**src/rtl/gpio_input_conditioner.sv**
```systemverilog
// Synchronizes and debounces asynchronous GPIO pins, presenting a stable word
// with per-bit edge pulses and a sticky change flag cleared by ack_i.
module gpio_input_conditioner #(
  parameter int unsigned WIDTH           = 8,
  parameter int unsigned DEBOUNCE_CYCLES = 50000
) (
  input  logic             clk,
  input  logic             rst,
  input  logic [WIDTH-1:0] pins_i,
  input  logic             ack_i,
  output logic [WIDTH-1:0] GPIO_o,
  output logic [WIDTH-1:0] rise_o,
  output logic [WIDTH-1:0] fall_o,
  output logic             event_o
);

  localparam int unsigned CNT_WIDTH = $clog2(DEBOUNCE_CYCLES + 1);
  localparam logic [CNT_WIDTH-1:0] CNT_MAX = CNT_WIDTH'(DEBOUNCE_CYCLES - 1);

  logic [WIDTH-1:0]     sync1;
  logic [WIDTH-1:0]     sync2;
  logic [WIDTH-1:0]     upd;
  logic [CNT_WIDTH-1:0] cnt     [WIDTH];
  logic [CNT_WIDTH-1:0] cnt_nxt [WIDTH];

  // A bit flips only after DEBOUNCE_CYCLES consecutive disagreeing samples;
  // any agreeing sample restarts its count.
  always_comb begin
    upd = '0;
    for (int unsigned i = 0; i < WIDTH; i++) begin
      cnt_nxt[i] = '0;
      if (sync2[i] != GPIO_o[i]) begin
        if (cnt[i] >= CNT_MAX) begin
          upd[i] = 1'b1;
        end else begin
          cnt_nxt[i] = cnt[i] + CNT_WIDTH'(1);
        end
      end
    end
  end

  always_ff @(posedge clk or negedge rst) begin
    if (!rst) begin
      sync1   <= '0;
      sync2   <= '0;
      GPIO_o  <= '0;
      rise_o  <= '0;
      fall_o  <= '0;
      event_o <= 1'b0;
      for (int unsigned i = 0; i < WIDTH; i++) begin
        cnt[i] <= '0;
      end
    end else begin
      sync1   <= pins_i;
      sync2   <= sync1;
      GPIO_o  <= GPIO_o ^ upd;
      rise_o  <= upd & ~GPIO_o;
      fall_o  <= upd & GPIO_o;
      // A new change wins over a simultaneous acknowledge.
      event_o <= (|upd) | (event_o & ~ack_i);
      for (int unsigned i = 0; i < WIDTH; i++) begin
        cnt[i] <= cnt_nxt[i];
      end
    end
  end

endmodule

```
**config.mk**
```make
export PLATFORM = sky130hd
export DESIGN_NAME = gpio_input_conditioner
export DESIGN_NICKNAME = d
export VERILOG_FILES = /design/src/rtl/gpio_input_conditioner.sv
export SDC_FILE = /design/constraint.sdc
export NUM_CORES = 1
export LEC_CHECK = 0
export ABC_AREA = 1
export BUFFER_PORTS_ARGS = -buffer_cell sky130_fd_sc_hd__buf_2
export CAP_MARGIN = 20
export CORE_MARGIN = 8
export CORE_UTILIZATION = 40
export CTS_CLUSTER_DIAMETER = 120
export DETAILED_ROUTE_END_ITERATION = 7
export SLEW_MARGIN = 20
export SYNTH_ARGS = -nofsm -noshare
export SYNTH_HDL_FRONTEND = slang
export SYNTH_SLANG_ARGS = --single-unit
```
**constraint.sdc**
```tcl
create_clock -name clk -period 1.6 [get_ports clk]
set_clock_uncertainty 0.05 [all_clocks]
set_input_delay 0.16 -clock clk [delete_from_list [all_inputs] [get_ports clk]]
set_output_delay 0.16 -clock clk [all_outputs]
set_load 0.01 [all_outputs]
```
# Yosys cells after proc, flatten, opt, wreduce, memory -nomap -nowiden
# Index checks and enable logic that the tools add are counted.
dict set report totals {
  romBits 0
  out_inout_bits 25
  wordCells 78
  memories 0
  register_bits 169
  ramBits 0
  latch_bits 0
  in_bits 11
}
dict set report op_classes {
  n_eq_ne 8
  n_reduce_logical 1
  n_addsub 8
  n_bitwise 7
  n_mux 32
  div_mod_pow 0
  n_shift 0
  mul 0
  n_lt_le_gt_ge 8
}
# cell n
set ops {}
lappend ops {{two-way mux 16 bit} 16}
lappend ops {{adder 16 x 1 -> 16 bit (second input constant)} 8}
lappend ops {{>= comparator 16 bit (second input constant)} 8}
lappend ops {{AND 8 bit} 2}
lappend ops {{two-way mux 1 bit} 16}
lappend ops {{inequality test 1 bit} 8}
lappend ops {{NOT 8 bit} 1}
lappend ops {{OR reduction 8 bit} 1}
lappend ops {{XOR 8 bit} 1}
lappend ops {{AND 1 bit} 1}
lappend ops {{NOT 1 bit} 1}
lappend ops {{OR 1 bit} 1}

# Longest topological paths before layout
dict set report logic_depth {
  depth_word 5
  mapped_depth 11
  ltp_nobuf 11
}

# Worst setup path after synthesis
# Ideal clock, no wire load.
dict set report synth_timing {
  path_kind {register to register}
  from {register cnt[112] (netlist bit)}
  to {register cnt[121] (netlist bit)}
  setup_ps 71
  n_path_buf 1
  t_required_ps 1479
  synth_period_minus_slack_ps 1505
  path_stages_with_launch 12
  arrival_time_ps 1384
  slack_ps 95
  path_cell_list {dfrtp_1 > ha_1 > nand3_1 > nand2_1 > nand2_1 > nand2_1 > nand2_1 > nand2_2 > nor2_2 > inv_2 > buf_6 > nor2_1}
}
# element line_no
set synth_rtl {}
lappend synth_rtl {{start, declared} 23} ;# logic [CNT_WIDTH-1:0] cnt [WIDTH];
lappend synth_rtl {{start signal, assigned by index} 62} ;# cnt[i] <= cnt_nxt[i];

==> impl_metrics.json <==
{
  "status": "finished, final reports clean",
  "pin_count_of_the_biggest_net_entering_global_routing": 45,
  "grtUsageTotal_pct": 13.6,
  "detailed_place_hpwl_um": 11100,
  "cts.root.buffer_cell": "clkbuf_16",
  "tritoncts": "done",
  "finalHoldViolCount": 0,
  "grt_remaining_overflow": 0,
  "final-seq-area_um2": 4230,
  "synth-seq-area-share_pct": 53.0,
  "place_ws_ns": -0.0340,
  "design_internal_power_uw": 6580,
  "finalSetupViolations": 0,
  "timing.critical_path.required_ns": 1.86,
  "timing.critical_path.arrival_ns": 1.79,
  "critical-path-slowest-cell": "dfrtp_1",
  "logic_depth_of_the_worst_register_to_register_path": 10,
  "design.die.area_um2": 24700,
  "routed_wirelength_um": 15600,
  "antenna_violations_before_repair": 0,
  "syn_to_final_growth_pct": 23.6,
  "fraction_of_final_layout_cells_sized_beyond_drive_strength_1_pct": 21.2,
  "hp-class": "input port to register",
  "detail_route.drc_violations": 0,
  "effective_utilization_at_floorplan_pct": 40.9,
  "crit_path_end_kind": "register",
  "clock-sinks": 169,
  "cp_cell_sequence": "ha_4, nand3_4, nor2_4, nand2_4, nor2_4, nand3_2, nor2_1, nand2_1, nand2_1, nor2_1",
  "placeableCoreArea_um2": 19500,
  "synth.cell_area_um2": 7980,
  "reg2reg_slack_ns": 0.07,
  "fp.dieH_um": 157,
  "hold_path.startpoint": "ack_i",
  "switching_power_uw": 1940,
  "placed_cells_incl_taps": 1286,
  "final.fill_count": 1854,
  "largest_fanout_on_the_critical_path": 4,
  "setup_tns_ns": 0,
  "cts_htree_levels": 4,
  "timing.max_slew.rel_slack_pct": 69.1,
  "dr.first_iter.drc_count": 263,
  "tritoncts.num_buffers": 17,
  "irDropWorstVdd_mv": 0.770,
  "synthesis.yosys.warnings": 0,
  "power_switching_share_pct": 22.8,
  "clk_transition_reported_paths_ns": 0.06,
  "hold-worst-slack_ns": 0.175,
  "worstSkewPairLatency_ns": 0.43,
  "antenna-diode-count": 0,
  "rr_endpoint": "cnt[12]",
  "clock_tree.buffer_depth": 2,
  "row_count": 51,
  "finalMaxSlewViolations": 0,
  "post_synth.cell_area_avg_um2": 8.46,
  "number_of_distinct_standard_cells_referenced_by_the_synthesized_netlist": 34,
  "max_frequency_mhz": 654,
  "weighted_congestion_at_the_end_of_routability_driven_global_placement": 0.841,
  "syn-instance-count": 943,
  "nets": 1080,
  "vias_in_the_first_global_route": 6168,
  "wl_per_cell_um": 11.6,
  "drtPass1Iterations": 6,
  "critical_path.startpoint_type": "register",
  "stdcell_count": 1339,
  "grt_pass1_wl_um": 27500,
  "pwr-share-seq_pct": 51.6,
  "die_x_um": 157,
  "timing.final.crit_share_pct": 95.5,
  "tightest_slew_ns": 0.464,
  "portBuffers": 35,
  "static-leakage-power_uw": 0.00458,
  "design.portCount": 36,
  "path_type_of_the_worst_setup_path": "register to register",
  "power_per_cell_area_nw_per_um2": 864,
  "fin_crit_ns": 1.53,
  "comb_power_share_pct": 4.7,
  "drv.max_cap_violation_count": 0,
  "setup_repair_after_global_routing_missed_its_margin": "yes",
  "max_incr_delay_on_cp_ns": 0.39,
  "total_power_uw": 8530,
  "multi_input_area_um2": 3480,
  "worstHoldPathCells": 6,
  "power.share.clock_pct": 43.8,
  "synth_fp_nets": 962,
  "avgViaCountPerCell": 4.58,
  "rr_startpoint": "cnt[1]",
  "num_vias": 6137,
  "drtAntennaViolNets": 0,
  "setup_ws_ns": 0.0714,
  "register_bit_total_from_synthesis": 169,
  "min_delay_worst_endpoint": "event_o"
}
==> layout by cell type (no fill, tap or decap), types with 4 or more instances in the layout <==
master           n
nor2_1         192
clkbuf_16       17
nand2_1        144
o21ai_1          6
clkbuf_1         4
nand3_2         11
dlygate4sd3_1    9
nand4_1         12
and3_1           6
nor3_1          23
dfrtp_1        169
nor3b_2          4
a21oi_1         36
nand2_4          4
buf_2           34
nor2_4          10
o21ai_0         22
inv_4            4
nand3_1         45
nand3_4          5
nor2_2          10
inv_2           11
xor2_1          32
nor3_2          14
buf_4           59
xnor2_1         18
ha_2             6
inv_1          113
nand2_2         15
a31oi_1          4
==> state kept, by name, indices dropped and copies added (netlist names), named ones only <==
register  flops
cnt         128
event_o       1
fall_o        8
rise_o        8
sync1         8
sync2         8
==> cell usage after synthesis <==
master / count / area (um^2)
buf_6: 3 / 33.8
nor2_1: 197 / 739
nand2_1: 158 / 593
nand2_2: 6 / 37.5
a211oi_1: 2 / 15.0
nor2_4: 5 / 56.3
a31oi_1: 4 / 25.0
dfrtp_1: 169 / 4230
nor3b_2: 1 / 12.5
nor3b_1: 5 / 37.5
or2_0: 1 / 6.26
xor2_1: 32 / 280
nor3_2: 10 / 100
a41oi_1: 3 / 26.3
nor2_2: 10 / 62.6
xnor2_1: 18 / 158
buf_4: 1 / 7.51
nand4_1: 12 / 75.1
ha_1: 8 / 100
and3_1: 6 / 37.5
inv_1: 116 / 435
nor4_1: 1 / 6.26
o21ai_0: 26 / 130
buf_2: 4 / 20.0
nand3_1: 56 / 280
o21ai_1: 2 / 10.0
nand3_2: 5 / 50.1
nor3_1: 27 / 135
nand4_2: 1 / 12.5
o21bai_1: 1 / 7.51
o21a_1: 1 / 7.51
a21oi_1: 37 / 185
a31o_2: 2 / 17.5
inv_2: 13 / 48.8
==> worst max-delay path: cells and delay by family (launching register included) <==
kind	cells	cell delay, ns
and+or+nand+nor	9	0.81
DFF	1	0.39
adders and majority gates	1	0.16
==> power groups by stage <==
stage	Combinational (uW)	Clock, uW	Sequential, uW
2_1_floorplan	166	0	4460
3_3_place_gp	355	0	4460
3_5_place_dp	357	0	4460
4_1_cts	382	3860	4390
5_1_grt	462	4050	4400
6_report	397	3730	4390
==> how the worst max path moves through the flow <==
| stage | startpoint | endpoint | slack [ns] | depth (start not counted) |
|---|---|---|---|---|
| after floorplan | cnt[112] | cnt[121] | 0.09 | 11 |
| after global placement | cnt[112] | event_o | 0.0008 | 11 |
| after detailed placement | cnt[64] | cnt[77] | -0.03 | 8 |
| after CTS | cnt[64] | event_o | 0.002 | 9 |
| after global routing | cnt[1] | cnt[12] | -0.06 | 9 |
| final | cnt[1] | cnt[12] | 0.07 | 10 |
==> routing by layer <==
metal	GRT usage, %	vias to the layer above	part of all wire (%)
met2	22.0	68	47
met3	3.29	13	3.2
met4	5.03	0	1.5
met1	17.3	2852	49
li1	-	3204	-
met5	0	-	0
==> layout make-up <==
| cell class | instances | area share [%] |
|---|---|---|
| flip-flops and latches | 169 | 42.9 |
| multi-input cells | 637 | 35.3 |
| repair buffers | 107 | 7.97 |
| inverters | 129 | 5.06 |
| clock buffers | 23 | 4.74 |
| well taps | 265 | 3.36 |
| clock inverters | 9 | 0.685 |
==> per-stage QoR <==
step                      instance area (um^2)  util, %
final                                     9860     50.5
after detailed placement                  8850     45.3
after global placement                    8850     45.3
after CTS                                 9510     48.7
after global routing                      9860     50.5
after floorplan                           7980        -
==> logic make-up after synthesis <==
logic type	synth area share, %
flops	53.0
compound gates	5.32
xor+xnor	5.49
simple gates	28.1
buf+inv	6.84
fa+ha+maj	1.25
==> timing repair <==
action                     in CTS  in global routing
gates resized for setup         9                 69
pin swaps                       1                 26
hold buffers                    9                  0
hold endpoints to repair       99                  0
setup endpoints to repair       7                 98
buffers inserted                0                 12
Power figures use the tool's default switching activity.
